<file path="src/rtl/spi_flash_reader.sv">
// spi_flash_reader
// ----------------
// SPI mode-0 master that performs a single-word serial-flash READ (03h).
// A bus request carrying a 24-bit byte address is turned into a 64-bit frame:
// 8 command bits, 24 address bits and 32 data bits. During the data bits the
// reply on miso is collected and returned as one 32-bit word.
//
// Ports:
//   clock       system clock; sck is derived from it by a divider
//   reset       asynchronous, active-high reset
//   req_valid   read request valid
//   req_ready   request accepted when req_valid && req_ready
//   req_addr    24-bit flash byte address, sent MSB first
//   resp_valid  read data valid
//   resp_ready  response consumed when resp_valid && resp_ready
//   resp_data   received word; the first data bit on miso lands in bit 31
//   sck         SPI clock, idles low
//   ss          SPI chip select, active-low
//   mosi        serial data to the flash
//   miso        serial data from the flash
//
// Parameter CLK_DIV: system-clock cycles per sck half-period (>= 1).

module spi_flash_reader #(
  parameter int CLK_DIV = 1
) (
  input  logic        clock,
  input  logic        reset,
  input  logic        req_valid,
  output logic        req_ready,
  input  logic [23:0] req_addr,
  output logic        resp_valid,
  input  logic        resp_ready,
  output logic [31:0] resp_data,
  output logic        sck,
  output logic        ss,
  output logic        mosi,
  input  logic        miso
);

  generate
    if (CLK_DIV < 1) begin : g_bad_clk_div
      $error("spi_flash_reader: CLK_DIV must be at least 1");
    end
  endgenerate

  localparam int DIV_W = (CLK_DIV > 1) ? $clog2(CLK_DIV) : 1;
  localparam logic [DIV_W-1:0] DIV_LAST = DIV_W'(CLK_DIV - 1);
  localparam logic [DIV_W-1:0] DIV_ONE  = DIV_W'(1);

  typedef enum logic [1:0] {
    IDLE,
    SHIFT,
    DONE
  } state_t;

  state_t      state_reg, state_next;
  logic [63:0] tx_reg, tx_next;
  logic [31:0] rx_reg, rx_next;
  logic [5:0]  bit_cnt_reg, bit_cnt_next;
  logic [DIV_W-1:0] div_reg, div_next;
  logic        sck_reg, sck_next;
  logic        ss_reg, ss_next;
  logic        req_ready_reg, req_ready_next;
  logic        resp_valid_reg, resp_valid_next;
  logic [31:0] resp_data_reg, resp_data_next;

  // Every output comes straight from a flop. mosi is the TX MSB, which is
  // all-zero outside a frame because the register is fully shifted out by
  // the end of bit 63 (or cleared by reset).
  assign req_ready  = req_ready_reg;
  assign resp_valid = resp_valid_reg;
  assign resp_data  = resp_data_reg;
  assign sck        = sck_reg;
  assign ss         = ss_reg;
  assign mosi       = tx_reg[63];

  always_ff @(posedge clock or posedge reset) begin
    if (reset) begin
      state_reg      <= IDLE;
      tx_reg         <= '0;
      rx_reg         <= '0;
      bit_cnt_reg    <= '0;
      div_reg        <= '0;
      sck_reg        <= 1'b0;
      ss_reg         <= 1'b1;
      req_ready_reg  <= 1'b1;
      resp_valid_reg <= 1'b0;
      resp_data_reg  <= '0;
    end else begin
      state_reg      <= state_next;
      tx_reg         <= tx_next;
      rx_reg         <= rx_next;
      bit_cnt_reg    <= bit_cnt_next;
      div_reg        <= div_next;
      sck_reg        <= sck_next;
      ss_reg         <= ss_next;
      req_ready_reg  <= req_ready_next;
      resp_valid_reg <= resp_valid_next;
      resp_data_reg  <= resp_data_next;
    end
  end

  always_comb begin
    state_next      = state_reg;
    tx_next         = tx_reg;
    rx_next         = rx_reg;
    bit_cnt_next    = bit_cnt_reg;
    div_next        = div_reg;
    sck_next        = sck_reg;
    ss_next         = ss_reg;
    req_ready_next  = req_ready_reg;
    resp_valid_next = resp_valid_reg;
    resp_data_next  = resp_data_reg;

    case (state_reg)
      IDLE: begin
        if (req_valid) begin
          tx_next        = {8'h03, req_addr, 32'h0};
          rx_next        = '0;
          bit_cnt_next   = '0;
          div_next       = '0;
          sck_next       = 1'b0;
          ss_next        = 1'b0;
          req_ready_next = 1'b0;
          state_next     = SHIFT;
        end
      end

      SHIFT: begin
        if (div_reg == DIV_LAST) begin
          div_next = '0;
          if (!sck_reg) begin
            // End of low phase: raise sck and sample miso as it stood
            // before the rise. Only the data half (bits 32..63) is kept.
            sck_next = 1'b1;
            if (bit_cnt_reg[5]) begin
              rx_next = {rx_reg[30:0], miso};
            end
          end else begin
            // End of high phase: sck falls and the next bit is presented.
            sck_next     = 1'b0;
            tx_next      = {tx_reg[62:0], 1'b0};
            bit_cnt_next = bit_cnt_reg + 6'd1;
            if (bit_cnt_reg == 6'd63) begin
              ss_next         = 1'b1;
              resp_data_next  = rx_reg;
              resp_valid_next = 1'b1;
              state_next      = DONE;
            end
          end
        end else begin
          div_next = div_reg + DIV_ONE;
        end
      end

      DONE: begin
        // req_ready stays low here so a waiting request is only taken in
        // the IDLE cycle after the response handshake, which also keeps
        // ss high for at least two cycles between frames.
        if (resp_ready) begin
          resp_valid_next = 1'b0;
          req_ready_next  = 1'b1;
          state_next      = IDLE;
        end
      end

      default: begin
        state_next = IDLE;
      end
    endcase
  end

endmodule

</file>
<file path="config.mk">
export PLATFORM = sky130hd
export DESIGN_NAME = spi_flash_reader
export DESIGN_NICKNAME = d
export VERILOG_FILES = /design/src/rtl/spi_flash_reader.sv
export SDC_FILE = /design/constraint.sdc
export NUM_CORES = 1
export LEC_CHECK = 0
export CORE_MARGIN = 5
export CORE_UTILIZATION = 45
export CTS_CLUSTER_SIZE = 28
export DETAILED_ROUTE_END_ITERATION = 7
export PLACE_DENSITY = 0.68
export SYNTH_ARGS = -nofsm -noshare
export SYNTH_HDL_FRONTEND = slang
export SYNTH_SLANG_ARGS = --single-unit
</file>
<file path="constraint.sdc">
create_clock -name clock -period 5.05 [get_ports clock]
set_input_delay 1.01 -clock clock [delete_from_list [all_inputs] [get_ports clock]]
set_output_delay 1.01 -clock clock [all_outputs]
set_load 0.01 [all_outputs]
</file>
* Word level (Yosys, flattened, before mapping)
Index checks and enable logic that the tools add are counted.
** Operators by class
- Equality and inequality tests :: 10
- Muxes and demuxes :: 33
- Reductions and logical operators :: 13
- $add $sub $neg :: 2
- Bitwise gates (word level) :: 1
** Operators by type and width (count)
- two-way mux 64 bit :: 3
- two-way mux 32 bit :: 4
- one-hot mux 64 bit (2 select lines) :: 1
- one-hot mux 32 bit (2 select lines) :: 1
- AND reduction 5 bit :: 4
- two-way mux 6 bit :: 3
- inequality test 2 bit (second input constant) :: 7
- one-hot mux 6 bit (2 select lines) :: 1
- two-way mux 2 bit :: 5
- one-hot mux 1 bit (2 select lines) :: 5
- two-way mux 1 bit :: 9
- AND reduction 4 bit :: 2
- adder 6 x 1 -> 6 bit (second input constant) :: 1
- equality test 6 bit (second input constant) :: 1
- one-hot mux 2 bit (3 select lines) :: 1
- AND reduction 3 bit :: 2
- nonzero test 2 bit :: 3
- equality test 2 x 1 -> 1 bit (second input constant) :: 1
- equality test 2 bit (second input constant) :: 1
- logical NOT 2 bit :: 1
- AND reduction 2 bit :: 1
- adder 1 bit (second input constant) :: 1
- NOT 1 bit :: 1
** Storage, ports and cells
- Input port bits :: 29
- Word-level logic and storage cells :: 69
- Output and inout bits :: 37
- Register bits after elaboration :: 141

* Depth between registers and ports, before layout
Gate-level depths: netlist (run 1).
- Word-level depth :: 5
- Gate-level depth with buffers :: 6
- Gate-level depth less buffers :: 4

* Least setup slack after synthesis (run 1)
Ideal clock, no wire load.
- Path kind :: input port to flip-flop
- Start point :: in req_valid
- End point :: reg bit_cnt_reg[0]
- Setup slack :: 3.070 ns
- Path buffers :: 2
- Cell stages on the path :: 5
- Required time :: 4.916 ns
- Setup time :: 0.134 ns
- Arrival time :: 1.846 ns
- Path through :: or3b_2 -> clkbuf_1 -> buf_2 -> nand3_1 -> o21ai_0
** On the way
- Longest elaborated chain between the ends :: 2
** RTL lines
- from (decl) :: RTL line 29 : input logic req_valid,
- inequality test 2 bit (no line)
- AND reduction 4 bit (no line)
- to (signal assigned) :: RTL line 94 : bit_cnt_reg <= bit_cnt_next;
- to (decl) :: RTL line 60 : logic [5:0] bit_cnt_reg, bit_cnt_next;
No other way between the ends.
A chain may end at the register's enable or synchronous reset.

* Worst setup path after layout (run 1)
- Start point :: reg sck_reg, in the netlist sck
- End point :: out sck
** RTL lines
- from (decl) :: RTL line 62 : logic sck_reg, sck_next;
- from (signal assigned) :: RTL line 96 : sck_reg <= sck_next;
- to (decl) :: RTL line 35 : output logic sck,
No word-level cell between the ends.

==> results of run 1 <==
[final cells by class]
cell class	instances	area share (%)
clock buffer	10	2.61
clock inverter	6	0.950
inverter	3	0.261
multi-input combinational	190	28.6
sequential	108	51.3
tap	129	3.06
timing repair buffer	71	13.2
[placed cells by master (no fill, tap or decap), types with 2 or more instances in the layout]
cell type	instances
mux2i_1	24
clkdlybuf4s50_1	65
o21ai_0	28
a22o_1	38
clkbuf_8	10
nand2b_1	2
mux2_2	31
nand2_1	9
buf_4	6
nor2_1	3
clkinvlp_4	2
a21oi_1	4
o21ai_1	2
nand3_1	27
clkinv_4	4
dfstp_2	2
dfrtp_1	106
inv_1	2
o22a_1	2
[layer usage]
metal	vias up	share of wire, %	routed length [µm]	track usage [%]
met3	16	5.2	436	3.88
met2	63	44	3710	22.6
met1	1383	48	4000	20.8
met5	-	0	0	0
li1	1302	-	-	-
met4	0	2.7	228	6.76
[metrics by stage]
stage               total power [µW]  std cells  setup WS (ns)  utilization (%)  hold slack, ns
floorplan                       1650        327           1.20                -           0.460
global placement                1800        501           2.35             54.5           0.470
finish                          2290        517           2.52             56.5           0.503
detailed placement              1830        501           2.28             54.5           0.484
CTS                             2320        517           2.49             56.5           0.507
global route                    2450        517           2.43             56.5           0.528
[kinds of logic after synthesis]
group / after synthesis
mux: 56
fa+ha+maj: 1
flops: 108
compound gates: 77
xor+xnor: 1
simple gates: 55
buf+inv: 29
[worst min-delay path by stage]
stage                                  end  depth (start not counted)  slack (ns)
finish              tx_reg[54]$_DFFE_PP0P_                          2        0.50
global route        rx_reg[31]$_DFFE_PP0P_                          1        0.53
CTS                 rx_reg[31]$_DFFE_PP0P_                          1        0.51
detailed placement  tx_reg[56]$_DFFE_PP0P_                          1        0.48
global placement    tx_reg[56]$_DFFE_PP0P_                          1        0.47
floorplan           tx_reg[57]$_DFFE_PP0P_                          1        0.46
[power groups by stage]
stage                     Sequential (µW)  Clock [µW]  Combinational (µW)
after floorplan                      1120           0                 524
after global placement               1160           0                 645
after detailed placement             1160           0                 666
after CTS                            1140         504                 668
after global routing                 1170         541                 745
final                                1140         486                 660
==> results.json, run 1 <==
{
  "core_area_um2": 9330,
  "synthToLayoutAreaGrowth_pct": 21.2,
  "power.internal_uw": 1490,
  "die-area_um2": 11700,
  "tritoncts": "done",
  "synth-seq-cells": 108,
  "cts_hold_buf": 0,
  "critical_path_cell_count": 1,
  "cpLargestDelayFamily": "buffers and inverters",
  "yosys.area_share.adder_pct": 0.288,
  "worstSetupStartpointType": "flip-flop",
  "crit_end": "sck",
  "fin_tns_setup_ns": 0,
  "p_switching_uw": 799,
  "place_area_um2": 5080,
  "multi_input_area_um2": 1510,
  "vdd_drop_max_uv": 188,
  "reg2reg_slack_ns": 2.93,
  "wl_per_cell_um": 16.2,
  "synth_edf_count": 0,
  "muxShareOfSynthArea_pct": 13.8,
  "dp_hpwl_um": 5330,
  "maxSlewViolCount": 0,
  "max_freq_mhz": 395,
  "required_ns": 4.04,
  "via_per_inst": 5.35,
  "power_frac_clock_pct": 21.2,
  "tightest_slew_ns": 1.15,
  "fin_crit_sh_pct": 50.2,
  "synth_top_cell_area_share_pct": 61.0,
  "p_seq_share_pct": 50.0,
  "pin_count": 66,
  "first_pass_iters": 4,
  "cts.sinks": 108,
  "rsz0062_at_grt": "no",
  "async_flop_share_pct": 100,
  "critical_path.max_fanout": 8,
  "via_count": 2764,
  "synth_top_family_by_area": "multiplexers",
  "rows": 35,
  "drt_iter0_drc": 118,
  "cp_num_buf_inv": 1,
  "overflow": 0,
  "gp_congestion": 0.783,
  "grt_first_pass_wirelength_um": 14300,
  "die_height_um": 108,
  "postLayoutCellArea_um2": 5270,
  "yosysTopAreaCell": "dfrtp_1",
  "final_nets": 413,
  "finalWirelength_um": 8370,
  "grt_pass1_vias": 2862,
  "grt_max_degree": 43,
  "pwr-share-comb_pct": 28.8,
  "relSlewSlack_pct": 23.4,
  "hold_violations": 0,
  "finClkSkew_ns": 0.0122,
  "ys_seq_area_share_pct": 62.2,
  "synthMostInstantiatedCell": "dfrtp_1",
  "clk_latency_ns": 0.36,
  "synth_cell_types": 36,
  "synth_xor_area_share_pct": 0.201,
  "ctsResizeCount": 0,
  "synth_compound_area_share_pct": 12.5,
  "crit_chain": "clkdlybuf4s50_1",
  "final_layout_size_suffix_gt1_share_pct": 16.5,
  "worstSetupStartpoint": "sck$_DFFE_PP0P_",
  "drv_cap": 0,
  "antenna_found_initial": 0,
  "min_period_ns": 2.53,
  "arrival_ns": 1.52,
  "ys_warn_count": 0,
  "port_buffers": 65,
  "ant_nets": 0,
  "netlist_area_um2": 4350,
  "ctsHtreeMaxLevel": 3,
  "ff2ff_path_depth": 2,
  "hp-start": "tx_reg[54]$_DFFE_PP0P_",
  "synth_common_cells": "dfrtp_1, a22o_1, mux2_2, o21ai_0, nand3_1",
  "clockBufferDepth": 2,
  "slowest_stage": "clkdlybuf4s50_1",
  "cts_setup_buffers": 0,
  "setup.worst_path.class": "flip-flop to output port",
  "cpPeakStageDelay_ns": 0.61,
  "cts_root_buffer": "clkbuf_8",
  "seq_area_um2": 2710,
  "reg2reg_from": "state_reg[0]$_DFFE_PP0P_",
  "swShare_pct": 34.9,
  "syn_nets": 357,
  "yosys.area_share.simple_pct": 7.40,
  "run_status": "finished, final reports clean",
  "synth_ff_type": "dfrtp_1",
  "n_antenna_cell": 0,
  "finalSetupViolations": 0,
  "ys_top_cells_by_area": "dfrtp_1, mux2_2, a22o_1",
  "post-route-drc-count": 0,
  "initial_core_util_pct": 46.6,
  "syn_area_per_cell_um2": 13.3,
  "fill_cells": 792,
  "cts.clk_slew.worst_paths_ns": 0.10,
  "r2r_end": "tx_reg[56]$_DFFE_PP0P_",
  "hold_path_class": "flip-flop to flip-flop",
  "crit_path_end_kind": "output port",
  "syn-instance-count": 327,
  "numCtsBuffers": 9,
  "grt_usage_pct": 15.1,
  "die_w_um": 108,
  "total_leakage_power_uw": 0.00240,
  "power_per_cell_area_nw_per_um2": 435
}
Power figures use the tool's default switching activity.
==> run 2, diff against run 1 <==
--- a/config.mk
+++ b/config.mk
@@ -9,7 +9,7 @@
 export CORE_UTILIZATION = 45
 export CTS_CLUSTER_SIZE = 28
 export DETAILED_ROUTE_END_ITERATION = 7
-export PLACE_DENSITY = 0.68
+export PLACE_DENSITY = 0.71
 export SYNTH_ARGS = -nofsm -noshare
 export SYNTH_HDL_FRONTEND = slang
 export SYNTH_SLANG_ARGS = --single-unit
==> constraint.sdc (replaced) <==
create_clock -name clock -period 2.05 [get_ports clock]
set_input_delay 0.41 -clock clock [delete_from_list [all_inputs] [get_ports clock]]
set_output_delay 0.41 -clock clock [all_outputs]
set_load 0.01 [all_outputs]
==> results.json, run 2 (synthesis gave the netlist of run 1 again) <==
{
  "die_w_um": 108,
  "gp_congestion": 0.788,
  "arrival_ns": 1.51,
  "cts.sinks": 108,
  "place_area_um2": 5190,
  "final_nets": 421,
  "pwr-share-comb_pct": 30.0,
  "finalPower_uw": 5930,
  "hold_path_class": "input pin to async pin",
  "ant_nets": 0,
  "layout_common_cells": "dfrtp_1, clkdlybuf4s50_1, a22o_1",
  "via_per_inst": 5.34,
  "overflow": 0,
  "grt_usage_pct": 15.0,
  "finalWirelength_um": 8420,
  "swShare_pct": 33.4,
  "die_height_um": 108,
  "initial_core_util_pct": 46.6,
  "finClkSkew_ns": 0.0164,
  "cpPeakStageDelay_ns": 0.61,
  "grt_max_degree": 65,
  "setup.worst_path.class": "flip-flop to output port",
  "cts_hold_buf": 0,
  "power_per_cell_area_nw_per_um2": 1100,
  "cts_setup_buffers": 0,
  "cpLargestDelayFamily": "buffers and inverters",
  "p_switching_uw": 1980,
  "die-area_um2": 11700,
  "run_status": "finished, final reports clean",
  "numCtsBuffers": 9,
  "vdd_drop_max_uv": 596,
  "min_period_ns": 1.92,
  "drt_iter0_drc": 98,
  "required_ns": 1.64,
  "power_frac_clock_pct": 22.7,
  "place_ws_ns": -0.335,
  "worstSetupStartpointType": "flip-flop",
  "tightest_slew_ns": 0.710,
  "via_count": 2801,
  "cts.clk_slew.worst_paths_ns": 0.10,
  "layout_commonest_cell": "dfrtp_1",
  "hold_ws_ns": 0.478,
  "ctsHtreeMaxLevel": 3,
  "finalSetupViolations": 0,
  "fin_crit_sh_pct": 93.4,
  "post-route-drc-count": 0,
  "total_leakage_power_uw": 0.00246,
  "p_seq_share_pct": 47.3,
  "fin_tns_setup_ns": 0,
  "rsz0062_at_grt": "no",
  "clk_latency_ns": 0.36,
  "power.internal_uw": 3950,
  "dp_hpwl_um": 5510,
  "fill_cells": 792,
  "pin_count": 66,
  "final_layout_size_suffix_gt1_share_pct": 17.9,
  "crit_path_end_kind": "output port",
  "synthToLayoutAreaGrowth_pct": 24.4,
  "relSlewSlack_pct": 52.6,
  "drv_cap": 0,
  "max_freq_mhz": 522,
  "grt_first_pass_wirelength_um": 14000,
  "rows": 35,
  "core_area_um2": 9330,
  "n_antenna_cell": 0,
  "cp_num_buf_inv": 1,
  "layout_setup_ws_ns": 0.135,
  "antenna_found_initial": 0,
  "first_pass_iters": 4,
  "crit_chain": "clkdlybuf4s50_1",
  "hold_violations": 0,
  "clockBufferDepth": 2,
  "maxSlewViolCount": 0,
  "grt_pass1_vias": 2797,
  "cts_root_buffer": "clkbuf_8",
  "port_buffers": 65,
  "slowest_stage": "clkdlybuf4s50_1",
  "critical_path.max_fanout": 8,
  "postLayoutCellArea_um2": 5410,
  "wl_per_cell_um": 16.0,
  "tritoncts": "done"
}
run 2: through the flow:
step	util (%)	std cells
3_3_place_gp	55.7	509
4_1_cts	57.9	525
6_report	58.0	525
3_5_place_dp	55.7	509
5_1_grt	58.0	525
2_1_floorplan	-	327
run 2: area by class of cell:
class                      count  area [µm²]  share of cell area (%)
clock buffer                  12         155                    2.87
timing repair buffer          79         806                    14.9
multi-input combinational    190        1510                    27.9
sequential                   108        2710                    50.0
inverter                       3        15.0                   0.278
clock inverter                 4        55.1                    1.02
tap                          129         161                    2.98
run 2: path summary, 6_finish.rpt:
kind                                      startpoint  slack [ns]                         to  cells after the start
min reg2reg                resp_data[26]$_DFFE_PP0P_        0.50  resp_data[26]$_DFFE_PP0P_                      1
max in group asynchronous                      reset        1.26     rx_reg[27]$_DFFE_PP0P_                      3
max reg2reg                 state_reg[1]$_DFFE_PP0P_        0.27   resp_data[9]$_DFFE_PP0P_                      4
min in group clock         resp_data[26]$_DFFE_PP0P_        0.50  resp_data[26]$_DFFE_PP0P_                      1
max                                  sck$_DFFE_PP0P_        0.13                        sck                      1
min                                            reset        0.48     resp_valid$_DFFE_PP0P_                      3
run 2: timing repair:
action	in CTS	in global routing
hold endpoints to repair	0	0
resized for setup	0	1
endpoints found under the setup margin	0	32
run 2: layer usage:
layer  up-vias  global-route usage, %  wire, µm
met5         -                      0         0
met4         0                   3.61        80
met3         9                   4.72       415
met2        64                   23.2      3890
met1      1410                   20.7      4040
li1       1318                      -         -
run 2: power by group through the flow:
stage               clock network, µW  registers, µW  logic (µW)
finish                           1350           2800        1780
global route                     1480           2860        1990
CTS                              1380           2800        1810
detailed placement                  0           2850        1800
global placement                    0           2830        1740
floorplan                           0           2760        1290
run 2: worst reg2reg max path, stage by stage (launching register included):
cell      delay [ns]
dfrtp_1         0.52
nand2b_4        0.29
nor3_4          0.25
buf_12          0.24
mux2_2          0.38
